<file path="src/rtl/div_seq_ctrl_if.sv">
// Signal bundle around div_seq_ctrl: pipeline request, divider handshake and HI/LO write port.
// master = surrounding pipeline/divider/HI-LO logic, slave = the controller.
interface div_seq_ctrl_if;
    logic        req_valid;
    logic        req_unsigned;
    logic [31:0] req_op1;
    logic [31:0] req_op2;
    logic        flush;
    logic        stall_o;
    logic        div_start;
    logic        div_unsigned;
    logic [31:0] div_op1;
    logic [31:0] div_op2;
    logic [63:0] div_result;
    logic        div_done;
    logic        res_valid;
    logic        res_ready;
    logic [31:0] hi_o;
    logic [31:0] lo_o;
    logic        busy;
    logic        wdog_err;

    modport master (
        output req_valid, req_unsigned, req_op1, req_op2, flush,
               div_result, div_done, res_ready,
        input  stall_o, div_start, div_unsigned, div_op1, div_op2,
               res_valid, hi_o, lo_o, busy, wdog_err
    );

    modport slave (
        input  req_valid, req_unsigned, req_op1, req_op2, flush,
               div_result, div_done, res_ready,
        output stall_o, div_start, div_unsigned, div_op1, div_op2,
               res_valid, hi_o, lo_o, busy, wdog_err
    );
endinterface

</file>
<file path="src/rtl/div_seq_ctrl.sv">
// Sequencer for the iterative 32-bit divider: latches operands, drives level start, stalls until HI/LO write.
// Optional macro DIV_ZERO_FAST_EN: zero divisor skips the divider (hi=op1, lo=all ones).
module div_seq_ctrl #(
    parameter int DIV_CYCLES = 36,
    parameter int WDOG_SLACK = 8
) (
    input  logic          clock,
    input  logic          reset,
    div_seq_ctrl_if.slave bus
);
    localparam int WDOG_LIMIT = DIV_CYCLES + WDOG_SLACK;
    localparam int CNT_W      = $clog2(WDOG_LIMIT + 1);
    localparam logic [CNT_W-1:0] CNT_LAST = CNT_W'(WDOG_LIMIT - 1);

    typedef enum logic [1:0] {IDLE, RUN, DONE, COOL} state_t;

    state_t           state_q, state_d;
    logic [CNT_W-1:0] wdog_cnt_q, wdog_cnt_d;
    logic             div_start_q, div_start_d;
    logic             div_unsigned_q, div_unsigned_d;
    logic [31:0]      div_op1_q, div_op1_d;
    logic [31:0]      div_op2_q, div_op2_d;
    logic [31:0]      hi_q, hi_d;
    logic [31:0]      lo_q, lo_d;
    logic             wdog_err_q, wdog_err_d;

    always_ff @(posedge clock) begin
        if (!reset) begin
            state_q        <= IDLE;
            wdog_cnt_q     <= '0;
            div_start_q    <= 1'b0;
            div_unsigned_q <= 1'b0;
            div_op1_q      <= '0;
            div_op2_q      <= '0;
            hi_q           <= '0;
            lo_q           <= '0;
            wdog_err_q     <= 1'b0;
        end else begin
            state_q        <= state_d;
            wdog_cnt_q     <= wdog_cnt_d;
            div_start_q    <= div_start_d;
            div_unsigned_q <= div_unsigned_d;
            div_op1_q      <= div_op1_d;
            div_op2_q      <= div_op2_d;
            hi_q           <= hi_d;
            lo_q           <= lo_d;
            wdog_err_q     <= wdog_err_d;
        end
    end

    always_comb begin
        state_d        = state_q;
        wdog_cnt_d     = wdog_cnt_q;
        div_unsigned_d = div_unsigned_q;
        div_op1_d      = div_op1_q;
        div_op2_d      = div_op2_q;
        hi_d           = hi_q;
        lo_d           = lo_q;
        wdog_err_d     = wdog_err_q;

        // Flush wins over everything and leaves HI/LO and operands untouched.
        if (bus.flush) begin
            state_d = COOL;
        end else begin
            case (state_q)
                IDLE: begin
                    if (bus.req_valid) begin
                        div_unsigned_d = bus.req_unsigned;
                        div_op1_d      = bus.req_op1;
                        div_op2_d      = bus.req_op2;
                        wdog_cnt_d     = '0;
`ifdef DIV_ZERO_FAST_EN
                        if (bus.req_op2 == 32'h0) begin
                            hi_d    = bus.req_op1;
                            lo_d    = 32'hFFFF_FFFF;
                            state_d = DONE;
                        end else begin
                            state_d = RUN;
                        end
`else
                        state_d = RUN;
`endif
                    end
                end
                RUN: begin
                    if (bus.div_done) begin
                        hi_d    = bus.div_result[63:32];
                        lo_d    = bus.div_result[31:0];
                        state_d = DONE;
                    end else if (wdog_cnt_q == CNT_LAST) begin
                        // Last permitted start cycle elapsed without completion.
                        wdog_err_d = 1'b1;
                        hi_d       = '0;
                        lo_d       = '0;
                        state_d    = DONE;
                    end else begin
                        wdog_cnt_d = wdog_cnt_q + CNT_W'(1);
                    end
                end
                DONE: begin
                    if (bus.res_ready) begin
                        state_d = COOL;
                    end
                end
                COOL: begin
                    state_d = IDLE;
                end
                default: begin
                    state_d = IDLE;
                end
            endcase
        end

        // Start is registered from the next state so it is high exactly while in RUN.
        div_start_d = (state_d == RUN);
    end

    assign bus.div_start    = div_start_q;
    assign bus.div_unsigned = div_unsigned_q;
    assign bus.div_op1      = div_op1_q;
    assign bus.div_op2      = div_op2_q;
    assign bus.hi_o         = hi_q;
    assign bus.lo_o         = lo_q;
    assign bus.wdog_err     = wdog_err_q;
    assign bus.busy         = (state_q != IDLE);
    assign bus.res_valid    = (state_q == DONE) && !bus.flush;
    assign bus.stall_o      = bus.req_valid && !bus.flush &&
                              !((state_q == DONE) && bus.res_ready);
endmodule
</file>
<file path="src/flat_wrapper.sv">
// flat-port wrapper written by rule: the top's interface ports become plain ports
module div_seq_ctrl_flat 
#(
    parameter int DIV_CYCLES = 36,
    parameter int WDOG_SLACK = 8
)
  (clock, reset, bus_req_valid, bus_req_unsigned, bus_req_op1, bus_req_op2, bus_flush, bus_div_result, bus_div_done, bus_res_ready, bus_stall_o, bus_div_start, bus_div_unsigned, bus_div_op1, bus_div_op2, bus_res_valid, bus_hi_o, bus_lo_o, bus_busy, bus_wdog_err);
  div_seq_ctrl_if bus_i ();
  input  logic clock;
  input  logic reset;
  input wire logic [$bits(bus_i.req_valid)-1:0] bus_req_valid;
  input wire logic [$bits(bus_i.req_unsigned)-1:0] bus_req_unsigned;
  input wire logic [$bits(bus_i.req_op1)-1:0] bus_req_op1;
  input wire logic [$bits(bus_i.req_op2)-1:0] bus_req_op2;
  input wire logic [$bits(bus_i.flush)-1:0] bus_flush;
  input wire logic [$bits(bus_i.div_result)-1:0] bus_div_result;
  input wire logic [$bits(bus_i.div_done)-1:0] bus_div_done;
  input wire logic [$bits(bus_i.res_ready)-1:0] bus_res_ready;
  output wire logic [$bits(bus_i.stall_o)-1:0] bus_stall_o;
  output wire logic [$bits(bus_i.div_start)-1:0] bus_div_start;
  output wire logic [$bits(bus_i.div_unsigned)-1:0] bus_div_unsigned;
  output wire logic [$bits(bus_i.div_op1)-1:0] bus_div_op1;
  output wire logic [$bits(bus_i.div_op2)-1:0] bus_div_op2;
  output wire logic [$bits(bus_i.res_valid)-1:0] bus_res_valid;
  output wire logic [$bits(bus_i.hi_o)-1:0] bus_hi_o;
  output wire logic [$bits(bus_i.lo_o)-1:0] bus_lo_o;
  output wire logic [$bits(bus_i.busy)-1:0] bus_busy;
  output wire logic [$bits(bus_i.wdog_err)-1:0] bus_wdog_err;
  assign bus_i.req_valid = bus_req_valid;
  assign bus_i.req_unsigned = bus_req_unsigned;
  assign bus_i.req_op1 = bus_req_op1;
  assign bus_i.req_op2 = bus_req_op2;
  assign bus_i.flush = bus_flush;
  assign bus_i.div_result = bus_div_result;
  assign bus_i.div_done = bus_div_done;
  assign bus_i.res_ready = bus_res_ready;
  assign bus_stall_o = bus_i.stall_o;
  assign bus_div_start = bus_i.div_start;
  assign bus_div_unsigned = bus_i.div_unsigned;
  assign bus_div_op1 = bus_i.div_op1;
  assign bus_div_op2 = bus_i.div_op2;
  assign bus_res_valid = bus_i.res_valid;
  assign bus_hi_o = bus_i.hi_o;
  assign bus_lo_o = bus_i.lo_o;
  assign bus_busy = bus_i.busy;
  assign bus_wdog_err = bus_i.wdog_err;
  div_seq_ctrl #(.DIV_CYCLES(DIV_CYCLES), .WDOG_SLACK(WDOG_SLACK)) u_core (.clock(clock), .reset(reset), .bus(bus_i));
endmodule
</file>
<file path="config.mk">
export PLATFORM = sky130hd
export DESIGN_NAME = div_seq_ctrl_flat
export DESIGN_NICKNAME = d
export VERILOG_FILES = /design/src/rtl/div_seq_ctrl_if.sv /design/src/rtl/div_seq_ctrl.sv /design/src/flat_wrapper.sv
export SDC_FILE = /design/constraint.sdc
export NUM_CORES = 1
export LEC_CHECK = 0
export ABC_CLOCK_PERIOD_IN_PS = 2200
export CAP_MARGIN = 10
export CORE_MARGIN = 1
export CORE_UTILIZATION = 42
export CTS_BUF_LIST = sky130_fd_sc_hd__clkbuf_2
export CTS_CLUSTER_SIZE = 28
export DETAILED_ROUTE_END_ITERATION = 10
export PLACE_DENSITY_LB_ADDON = 0.25
export SLEW_MARGIN = 20
export SYNTH_ARGS = -nofsm -noshare
export SYNTH_HDL_FRONTEND = slang
export SYNTH_SLANG_ARGS = --single-unit
</file>
<file path="constraint.sdc">
create_clock -name clock -period 2.2 [get_ports clock]
set_input_delay 0.44 -clock clock [delete_from_list [all_inputs] [get_ports clock]]
set_output_delay 0.44 -clock clock [all_outputs]
set_load 0.1 [all_outputs]
</file>
==> results_dict.tcl <==
set metrics [dict create \
    powerDensity_mw_per_mm2 676.1 \
    endpoint_kind "output pin" \
    p_int_w 0.003875 \
    rsz0062_at_grt "false" \
    post-synth-top-count-cell "nand2_1" \
    report.final.hold_viol_count 0 \
    clockPowerShare 0.309 \
    p_sw_frac 0.3123 \
    worst_pin_slew_ns 0.4500 \
    place_congestion 0.7830 \
    syn_nets 771 \
    p_switching_w 0.001759 \
    maxSlewViolCount 0 \
    timing.rr.start "u_core.wdog_cnt_q[0]" \
    cp.arrival_ns 1.60 \
    period_share 0.9266 \
    vias 5331 \
    reg2reg_to "u_core.bus.lo_o[5]" \
    max_slew_margin 0.7000 \
    hold_path_class "primary input to flip-flop" \
    initial_core_util 0.4305 \
    power_frac_seq 0.470 \
    setup_viol 0 \
    viasPerCell 4.968 \
    cts_buffer_depth 2 \
    grt_util_met3 0.07008 \
    crit_required_ns 1.76 \
    grt_pass1_wl_um 23670 \
    netlist_area_sq_mm 0.005433 \
    coreArea_sq_mm 0.01262 \
    ys_top_cells_by_area "dfxtp_1, nand2_1, a21boi_0, o21ai_0, a21boi_1" \
    rrSetupSlack_ns 0.41 \
    cts_tree "done" \
    worstSetupStartpoint "u_core.state_q[0]" \
    ff2ff_path_depth 6 \
    rows 41 \
    report.power.total_w 0.005634 \
    dieArea_sq_mm 0.01339 \
    ant_nets 0 \
    wl_per_cell_um 14.48 \
    ir_drop_mv 0.5535 \
    leakage_nw 3.260 \
    root_buffer "clkbuf_2" \
    first_global_vias 4912 \
    yosysTopAreaCellShare 0.5122 \
    status "completed" \
    dr.pass1.iters 6 \
    power_frac_comb 0.221 \
    drtIter0Drc 346 \
    grtUsageTotal 0.2286 \
    async_reset_ff_frac 0 \
    drc_errors 0 \
    finalClockSkew_ns 0.03301 \
    syn_to_final_growth_pct 53.39 \
    layout-drive-gt1-share 0.2156 \
    use_met2 0.3856 \
    synth_top_cell_by_area "dfxtp_1" \
    ys_top_cells_by_count "nand2_1, dfxtp_1, a21boi_0" \
    use_met1 0.2666 \
    wl_um 15530 \
    dp.final_hpwl_um 11040 \
    max_freq_ghz 0.4906 \
    cap_viol_max_count 0 \
    clkSinkCount 139 \
    ys_ff_latch 139 \
    antenna_found_initial 1 \
    overflow 0 \
    synth_edf_count 0 \
    chipHeight_um 115.7 \
    cp-start-kind "flip-flop" \
    post-route-util 0.6603 \
    period_minus_slack_ns 2.039 \
    io_pins 269 \
    path_clk_slew_ns 0.19 \
    syn_area_per_cell_sq_um 8.555 \
    gr-max-usage-layer "met2" \
    die_x_um 115.7 \
    synth_cell_types 36 \
    ys.warnings.count 0 \
    clkLatencyLatePin_ns 0.68 \
    place_ws_ns 0.01627 \
    htree_levels 4 \
    seq_area_frac_synth 0.5122 \
    syn_inst 635 \
    worst-path-max-fanout 17 \
    ys.flop_type "dfxtp_1" \
    portBuffers 268 \
    cts_inserted_buffers 17 \
    fin_nets 1023 \
    crit_end "bus_busy" \
    setup_slack_ns 0.1615 \
    critical_path_class "flip-flop to output pin" \
    grt_max_degree 65 \
    fin_tns_setup_ns 0 \
]
==> logic make-up after synthesis <==
kind of cell               Yosys count  synth area share
adders and majority gates            1          0.002303
AOI/OAI and AO/OA                  212            0.2637
and+or+nand+nor                    224            0.1654
DFF                                139            0.5122
muxes                                1          0.001843
xor gates and xnor gates             3          0.004837
buffers and inverters               55           0.04974
==> repair_timing <==
action | in CTS | in global routing
pin swaps | 0 | 1
buffers inserted | 0 | 0
hold buffers | 0 | 0
gates resized for setup | 4 | 5
endpoints found under the setup margin | 3 | 2
==> power groups by stage <==
stage / sequential [W] / combinational (W) / clock [W]
after floorplan: 0.00321 / 0.000267 / 0
final: 0.00265 / 0.00125 / 0.00174
after detailed placement: 0.00270 / 0.00124 / 0
after global placement: 0.00269 / 0.00123 / 0
after CTS: 0.00265 / 0.00125 / 0.00180
after global routing: 0.00266 / 0.00130 / 0.00190
==> metal layers <==
metal  routed length (um)  part of all wire
met2                 7674              0.49
met1                 6375              0.41
met5                    0                 0
met3                 1109             0.071
met4                  374             0.024
==> layout by cell type, fill, tap and decap left out, drive strengths merged, types with 3 or more instances in the layout <==
| master | n |
|---|---|
| bufinv | 5 |
| dfxtp | 139 |
| o21ai | 65 |
| buf | 152 |
| xor2 | 3 |
| a21boi | 131 |
| inv | 4 |
| nand2 | 197 |
| clkdlybuf4s50 | 133 |
| o2111ai | 5 |
| clkinv | 8 |
| clkbuf | 17 |
| a21oi | 4 |
| nor2 | 9 |
| nand3 | 3 |
==> stage by stage <==
| stage | cells | hold WS (ns) | area (sq um) |
|---|---|---|---|
| final | 1073 | 0.1776 | 8333 |
| after global routing | 1073 | 0.1009 | 8333 |
| after CTS | 1072 | 0.08188 | 8314 |
| after detailed placement | 1040 | 0.4483 | 8021 |
| after global placement | 1040 | 0.4405 | 8021 |
| after floorplan | 635 | 0.4717 | 5441 |
==> cell type report <==
cell class	instances	area [sq um]
diodes	1	2.502
multi-input cells	441	2411
repair buffers	285	2610
clock buffers	17	85.08
fillers	1086	4287
clock inverters	15	202.7
flip-flops and latches	139	2790
well taps	172	215.2
inverters	3	16.27
==> worst min-delay path by stage <==
stage	start	end	slack, ns	depth (start not counted)
after global placement	u_core.bus.div_op1[13]	u_core.bus.div_op1[13]	0.44	2
after global routing	reset	u_core.bus.div_op1[22]	0.10	2
after detailed placement	u_core.bus.div_op1[17]	u_core.bus.div_op1[17]	0.45	2
after CTS	reset	u_core.bus.div_op1[19]	0.08	2
after floorplan	u_core.wdog_cnt_q[5]	u_core.wdog_cnt_q[5]	0.47	2
final	reset	u_core.bus.div_op1[25]	0.18	2
==> sequential cells by signal (all words and copies together), names as in the netlist <==
register and count:
u_core.bus.div_op1 32, u_core.state_q 2, u_core.bus.hi_o 32, u_core.bus.div_start 1, u_core.bus.div_unsigned 1, u_core.bus.div_op2 32
u_core.wdog_cnt_q 6, u_core.bus.lo_o 32, u_core.bus.wdog_err 1
==> worst max-delay path: stages, from the launching register on <==
cell	delay (ns)
dfxtp_4	0.44
or2_2	0.31
buf_12	0.17
(Power assumes the default switching activity.)
